[config.mk]
export PLATFORM = sky130hd
export DESIGN_NAME = stopwatch_lap_ctrl
export DESIGN_NICKNAME = d
export VERILOG_FILES = /design/src/rtl/stopwatch_pkg.sv /design/src/rtl/stopwatch_lap_ctrl_lap_fifo.sv /design/src/rtl/stopwatch_lap_ctrl.sv
export SDC_FILE = /design/constraint.sdc
export NUM_CORES = 1
export LEC_CHECK = 0
export BUFFER_PORTS_ARGS = -buffer_cell sky130_fd_sc_hd__buf_2
export CORE_ASPECT_RATIO = 1.2
export CORE_MARGIN = 2
export CORE_UTILIZATION = 60
export CTS_BUF_LIST = sky130_fd_sc_hd__clkbuf_4
export CTS_CLUSTER_SIZE = 28
export DETAILED_ROUTE_END_ITERATION = 10
export PLACE_DENSITY = 0.81
export SETUP_SLACK_MARGIN = 0.05
export SLEW_MARGIN = 20
export SYNTH_ARGS = -nofsm -noshare
export SYNTH_HDL_FRONTEND = slang
export SYNTH_SLANG_ARGS = --single-unit
[constraint.sdc]
create_clock -name clk -period 3.2 [get_ports clk]
set_input_delay 0.64 -clock clk [delete_from_list [all_inputs] [get_ports clk]]
set_output_delay 0.64 -clock clk [all_outputs]
set_load 0.05 [all_outputs]
[src/rtl/stopwatch_pkg.sv]
// rtl/stopwatch_pkg.sv - state encoding and width helper shared by the stopwatch files
package stopwatch_pkg;

    // Encoding is visible on the status output, so the values are fixed.
    typedef enum logic [1:0] {
        IDLE    = 2'b00,
        RUNNING = 2'b01,
        PAUSED  = 2'b10,
        DONE    = 2'b11
    } sw_state_t;

    // Occupancy counter must be able to hold the value DEPTH itself.
    function automatic int lap_cnt_w(input int depth);
        return $clog2(depth + 1);
    endfunction

endpackage

[src/rtl/stopwatch_lap_ctrl_lap_fifo.sv]
// rtl/stopwatch_lap_ctrl_lap_fifo.sv - show-ahead lap FIFO, any depth >= 1
// Ports: clk, rst_n (async active-low), flush (sync clear), push/push_data,
//        pop, pop_data (head, 0 when empty), full, empty, count.
module lap_fifo
    import stopwatch_pkg::*;
#(
    parameter int DEPTH = 4,
    parameter int W     = 32
) (
    input  logic                        clk,
    input  logic                        rst_n,
    input  logic                        flush,
    input  logic                        push,
    input  logic [W-1:0]                push_data,
    input  logic                        pop,
    output logic [W-1:0]                pop_data,
    output logic                        full,
    output logic                        empty,
    output logic [lap_cnt_w(DEPTH)-1:0] count
);

    localparam int AW = (DEPTH > 1) ? $clog2(DEPTH) : 1;
    localparam int CW = lap_cnt_w(DEPTH);

    logic [W-1:0]  mem [DEPTH];
    logic [AW-1:0] wr_ptr;
    logic [AW-1:0] rd_ptr;
    logic [CW-1:0] cnt_q;
    logic          do_push;
    logic          do_pop;

    assign empty   = (cnt_q == '0);
    assign full    = (cnt_q == CW'(DEPTH));
    assign do_pop  = pop & ~empty;
    // A full FIFO still accepts a push when the head leaves in the same cycle.
    assign do_push = push & (~full | do_pop);

    // Explicit wrap so non-power-of-2 depths work.
    function automatic logic [AW-1:0] bump(input logic [AW-1:0] p);
        return (p == AW'(DEPTH - 1)) ? '0 : p + 1'b1;
    endfunction

    always_ff @(posedge clk or negedge rst_n) begin
        if (!rst_n) begin
            wr_ptr <= '0;
            rd_ptr <= '0;
            cnt_q  <= '0;
        end else if (flush) begin
            wr_ptr <= '0;
            rd_ptr <= '0;
            cnt_q  <= '0;
        end else begin
            if (do_push) wr_ptr <= bump(wr_ptr);
            if (do_pop)  rd_ptr <= bump(rd_ptr);
            if (do_push && !do_pop)      cnt_q <= cnt_q + 1'b1;
            else if (!do_push && do_pop) cnt_q <= cnt_q - 1'b1;
        end
    end

    always_ff @(posedge clk) begin
        if (do_push && !flush) mem[wr_ptr] <= push_data;
    end

    assign pop_data = empty ? '0 : mem[rd_ptr];
    assign count    = cnt_q;

endmodule

[src/rtl/stopwatch_lap_ctrl.sv]
// rtl/stopwatch_lap_ctrl.sv - stopwatch FSM with prescaler, saturating counter and lap FIFO
// Optional countdown mode: define STOPWATCH_COUNTDOWN_EN (adds down, load_val).
// Ports: clk, rst_n (async active-low), clr (sync clear), start/stop/lap buttons
//        (rising-edge acting), lap_rd (FIFO pop); enable, status, tick, elapsed,
//        overflow, lap_valid, lap_data, lap_count, lap_ovf.
module stopwatch_lap_ctrl
    import stopwatch_pkg::*;
#(
    parameter int CLK_DIV   = 100000,
    parameter int CNT_W     = 32,
    parameter int LAP_DEPTH = 4
) (
    input  logic                            clk,
    input  logic                            rst_n,
    input  logic                            clr,
    input  logic                            start,
    input  logic                            stop,
    input  logic                            lap,
    input  logic                            lap_rd,
`ifdef STOPWATCH_COUNTDOWN_EN
    input  logic                            down,
    input  logic [CNT_W-1:0]                load_val,
`endif
    output logic                            enable,
    output logic [1:0]                      status,
    output logic                            tick,
    output logic [CNT_W-1:0]                elapsed,
    output logic                            overflow,
    output logic                            lap_valid,
    output logic [CNT_W-1:0]                lap_data,
    output logic [lap_cnt_w(LAP_DEPTH)-1:0] lap_count,
    output logic                            lap_ovf
);

    localparam int PW = (CLK_DIV > 1) ? $clog2(CLK_DIV) : 1;

    sw_state_t      state_q, state_d;
    logic           start_q, stop_q, lap_q, armed_q;
    logic           start_rise, stop_rise, lap_rise;
    logic [PW-1:0]  presc_q;
    logic [CNT_W-1:0] elapsed_q;
    logic           overflow_q, lap_ovf_q;
    logic           tick_due, at_term, count_down, load_zero, go_run;
    logic           lap_push, fifo_pop, fifo_full, fifo_empty;

    // armed_q masks the first cycle after reset so a button already held
    // at release is seen as "previously high" rather than as a new press.
    assign start_rise = armed_q & start & ~start_q;
    assign stop_rise  = armed_q & stop  & ~stop_q;
    assign lap_rise   = armed_q & lap   & ~lap_q;

    always_ff @(posedge clk or negedge rst_n) begin
        if (!rst_n) begin
            start_q <= 1'b0;
            stop_q  <= 1'b0;
            lap_q   <= 1'b0;
            armed_q <= 1'b0;
        end else begin
            start_q <= start;
            stop_q  <= stop;
            lap_q   <= lap;
            armed_q <= 1'b1;
        end
    end

`ifdef STOPWATCH_COUNTDOWN_EN
    logic down_q;
    assign count_down = down_q;
    assign load_zero  = down & (load_val == '0);

    always_ff @(posedge clk or negedge rst_n) begin
        if (!rst_n)      down_q <= 1'b0;
        else if (clr)    down_q <= 1'b0;
        else if (go_run) down_q <= down;
    end
`else
    assign count_down = 1'b0;
    assign load_zero  = 1'b0;
`endif

    // stop outranks start, so a simultaneous press never leaves IDLE.
    assign go_run   = (state_q == IDLE) & start_rise & ~stop_rise & ~clr;
    assign tick_due = (state_q == RUNNING) & (presc_q == PW'(CLK_DIV - 1)) & ~clr;
    assign at_term  = count_down ? (elapsed_q == CNT_W'(1)) : (elapsed_q == '1);

    always_comb begin
        state_d = state_q;
        case (state_q)
            IDLE:    if (start_rise && !stop_rise) state_d = load_zero ? DONE : RUNNING;
            RUNNING: begin
                if (tick_due && at_term) state_d = DONE;
                else if (stop_rise)      state_d = PAUSED;
            end
            PAUSED:  if (start_rise && !stop_rise) state_d = RUNNING;
            default: state_d = state_q;
        endcase
        if (clr) state_d = IDLE;
    end

    always_ff @(posedge clk or negedge rst_n) begin
        if (!rst_n) state_q <= IDLE;
        else        state_q <= state_d;
    end

    always_ff @(posedge clk or negedge rst_n) begin
        if (!rst_n) begin
            presc_q    <= '0;
            elapsed_q  <= '0;
            overflow_q <= 1'b0;
        end else if (clr) begin
            presc_q    <= '0;
            elapsed_q  <= '0;
            overflow_q <= 1'b0;
        end else begin
`ifdef STOPWATCH_COUNTDOWN_EN
            if (go_run && down) elapsed_q <= load_val;
            if (go_run && load_zero) overflow_q <= 1'b1;
`endif
            // Only RUNNING advances the prescaler; PAUSED keeps the partial period.
            if (state_q == RUNNING) begin
                presc_q <= tick_due ? '0 : presc_q + 1'b1;
                if (tick_due) begin
                    if (at_term) overflow_q <= 1'b1;
                    if (count_down)    elapsed_q <= elapsed_q - 1'b1;
                    else if (!at_term) elapsed_q <= elapsed_q + 1'b1;
                end
            end
        end
    end

    // The pushed value is elapsed before this cycle's increment.
    assign lap_push = lap_rise & ((state_q == RUNNING) | (state_q == PAUSED)) & ~clr;
    assign fifo_pop = lap_rd & ~clr;

    always_ff @(posedge clk or negedge rst_n) begin
        if (!rst_n)                                 lap_ovf_q <= 1'b0;
        else if (clr)                               lap_ovf_q <= 1'b0;
        else if (lap_push && fifo_full && !lap_rd)  lap_ovf_q <= 1'b1;
    end

    lap_fifo #(
        .DEPTH (LAP_DEPTH),
        .W     (CNT_W)
    ) u_lap_fifo (
        .clk       (clk),
        .rst_n     (rst_n),
        .flush     (clr),
        .push      (lap_push),
        .push_data (elapsed_q),
        .pop       (fifo_pop),
        .pop_data  (lap_data),
        .full      (fifo_full),
        .empty     (fifo_empty),
        .count     (lap_count)
    );

    assign enable    = (state_q == RUNNING);
    assign status    = state_q;
    assign tick      = tick_due;
    assign elapsed   = elapsed_q;
    assign overflow  = overflow_q;
    assign lap_valid = ~fifo_empty;
    assign lap_ovf   = lap_ovf_q;

endmodule

==> impl_metrics.env <==
export IMPL_run_status="finished clean"
export IMPL_fin_crit_sh_pct=94.81
export IMPL_finalWirelength_mm=17.57
export IMPL_async_flop_share_pct=33.33
export IMPL_crit_type="reg2out"
export IMPL_wl_per_cell_um=20.08
export IMPL_syn_avg_cell_area_um2=14.08
export IMPL_synth_edff_count=128
export IMPL_synth_top_area_cell="edfxtp_1"
export IMPL_critPathCaptureType="primary output"
export IMPL_place_hpwl_mm=11.89
export IMPL_timing_final_ws_setup_ns=0.1661
export IMPL_finalSetupViolations=0
export IMPL_r2r_setup_slack_ns=0.55
export IMPL_post_route_min_period_ns=3.034
export IMPL_final_cells=875
export IMPL_r2r_cells=7
export IMPL_yosys_warnings=0
export IMPL_cp_arrival_ns=2.39
export IMPL_finalCoreUtilization_pct=69.14
export IMPL_drt_initial_drc_count=440
export IMPL_worst_pin_slew_ns=0.8818
export IMPL_fmax_ghz=0.3296
export IMPL_finalPower_w=0.005461
export IMPL_grt_setup_unrepaired="no"
export IMPL_dp_cells=840
export IMPL_port_buffers=80
export IMPL_leakage_nw=3.626
export IMPL_ir_worst_vdd_mv=0.4750
export IMPL_drc=0
export IMPL_clkTransAtPathRegs_ns=0.16
export IMPL_dieArea_um2=15150
export IMPL_max_stage_delay_ns=0.59
export IMPL_slew_viol_final=0
export IMPL_rows=47
export IMPL_first_global_vias=5736
export IMPL_cts_root_buf="clkbuf_4"
export IMPL_dieHeight_um=134.4
export IMPL_die_x_um=112.7
export IMPL_maxCapViolations=0
export IMPL_finalSetupTns_ns=0
export IMPL_insertion_delay_ns=0.61
export IMPL_area_growth_syn_to_layout_pct=12.31
export IMPL_cts_sinks=192
export IMPL_nets=708
export IMPL_antenna_found_initial=1
export IMPL_hold_viol=0
export IMPL_cts_tree="built"
export IMPL_cts_buffers=17
export IMPL_gr_usage_all_layers_pct=25.03
export IMPL_drive_gt1_share_pct=25.89
export IMPL_core_area_um2=13820
export IMPL_grt_pass1_wl_mm=29.07
export IMPL_drtPass1Iterations=5
export IMPL_synthTopCellsByArea="edfxtp_1 45%, dfrtp_1 19%, mux4_2 8.5%, and2_1 2.9%, o31ai_1 2.4%"
export IMPL_worst_endpoint_required_ns=2.56
export IMPL_pre_cts_slack_ns=0.4487
export IMPL_vias=5566
export IMPL_syn_cell_area_um2=8507
export IMPL_cellPowerDensity_nw_per_um2=571.6
export IMPL_overflow=0
export IMPL_ys_types=54
export IMPL_synth_seq_area_share_pct=64.01
export IMPL_ant_nets=0
export IMPL_ios=81
export IMPL_synthesis_instances=604
export IMPL_nFillCells=926
export IMPL_via_per_inst=6.361
export IMPL_r2r_start="status[0]"
export IMPL_htree_levels=4
export IMPL_slowest_stage="or4b_1"
export IMPL_ys_flop_type="edfxtp_1"
export IMPL_path_cells="or4b_1, nor3_4, nand2_2, nor2_2, buf_4"
export IMPL_hold_path_class="in2async"
export IMPL_grt_max_degree=48
export IMPL_yosysTopAreaCellShare_pct=45.18
export IMPL_worstPathMaxFanout=5
export IMPL_clock_skew_ns=0.01359
export IMPL_critPathLaunchType="register"
export IMPL_worstReg2RegEnd="u_lap_fifo.mem[1][13]"
export IMPL_start_util_pct=61.56
export IMPL_place_congestion=0.8710
export IMPL_relSlewSlack_pct=41.21
export IMPL_synth_fp_nets=622
export IMPL_ys_seq_elements=192
export IMPL_clk_path_buf_depth=2
-- state kept, by name (all words and copies together) (netlist names) --
name / flops
overflow: 1
stop_q: 1
status: 2
u_lap_fifo.count: 3
presc_q: 17
u_lap_fifo.wr_ptr: 2
u_lap_fifo.mem: 128
u_lap_fifo.rd_ptr: 2
lap_ovf: 1
armed_q: 1
lap_q: 1
elapsed: 32
start_q: 1
-- synth_stat cells, types with 10 or more instances --
master,n
and2_1,39
or4_1,26
edfxtp_1,128
and4_1,10
o31ai_1,27
nand3_1,18
nand4_1,19
ha_1,10
nor2_1,34
nand2_1,28
clkbuf_1,23
a21oi_1,38
mux4_2,32
inv_1,15
dfrtp_1,64
-- power breakdown --
| group | switching (W) | total [W] | internal (W) | leakage [nW] |
|---|---|---|---|---|
| registers | 0.0000416 | 0.00272 | 0.00267 | 2.11 |
| clock network | 0.000848 | 0.00150 | 0.000649 | 0.184 |
| logic | 0.000872 | 0.00125 | 0.000375 | 1.33 |
| total | 0.00176 | 0.00546 | 0.00370 | 3.63 |
-- worst max-delay path by stage --
stage | from | endpoint | slack (ns) | cells past startpoint
4_1_cts | presc_q[6] | tick | 0.06 | 5
5_1_grt | presc_q[6] | tick | 0.07 | 5
3_3_place_gp | lap_rd | u_lap_fifo.count[2] | 0.59 | 8
6_report | presc_q[6] | tick | 0.17 | 5
3_5_place_dp | lap_rd | u_lap_fifo.count[2] | 0.45 | 8
2_1_floorplan | status[0] | tick | 0.16 | 7
-- stage by stage --
step | hold slack (ns) | cell area (µm²)
CTS | 0.1067 | 9534
floorplan | 0.3444 | 8517
detailed placement | 0.4990 | 9179
global route | 0.1180 | 9554
global placement | 0.4836 | 9174
finish | 0.1279 | 9554
-- worst max-delay path: cells and delay by family (launching register included) --
kind	cells	cell delay, ns
buf+inv	1	0.21
flops	1	0.46
simple gates	4	1.12
-- timing repair --
| item | CTS | global route |
|---|---|---|
| setup buffers | 0 | 2 |
| pin swaps | 0 | 1 |
| endpoints found under the setup margin | 1 | 1 |
| resized for setup | 1 | 2 |
| hold buffers | 0 | 0 |
-- final cells by class --
type                            count  area (µm²)  share of cell area [%]
Clock inverter                     15       222.7                   2.331
Inverter                           15       56.30                  0.5893
Timing Repair Buffer              100       590.6                   6.181
Multi-Input combinational cell    364        2894                   30.29
Sequential cell                   192        5446                   57.01
Antenna cell                        1       2.502                 0.02619
Tap cell                          171       214.0                   2.239
Clock buffer                       17       127.6                   1.336
-- per-layer routing --
layer	global-route usage [%]	up-vias	share of wire [%]
met5	0	-	0
met4	10.98	0	3.0
met3	4.609	45	5.3
met2	42.88	210	54
met1	31.38	2792	38
li1	-	2519	-
-- cells by family (layout without fill, tap and decap cells) --
logic type               after synthesis  after routing  share of synthesized area [%]
AO/OA/AOI/OAI                         86             86                          6.442
XOR/XNOR                              11             11                          1.132
adder cells (fa/ha/maj)               11             11                          1.706
buffers and inverters                 48            147                          2.206
flip-flops                           192            192                          64.01
multiplexers                          42             42                          9.707
other                                  1              2                        0.04408
AND/OR/NAND/NOR                      213            213                          14.75
-- cell usage in the layout (no fill, tap or decap), types with 9 or more instances in the layout --
cell type	n
edfxtp_1	128
buf_2	79
dfrtp_1	63
a21oi_1	38
and2_1	35
nor2_1	33
mux4_2	32
nand2_1	28
o31ai_1	27
or4_1	26
nand4_1	19
nand3_1	18
buf_4	18
clkbuf_4	17
inv_1	15
and4_1	10
ha_1	9
Note: power is estimated with default switching activity, not from simulation.
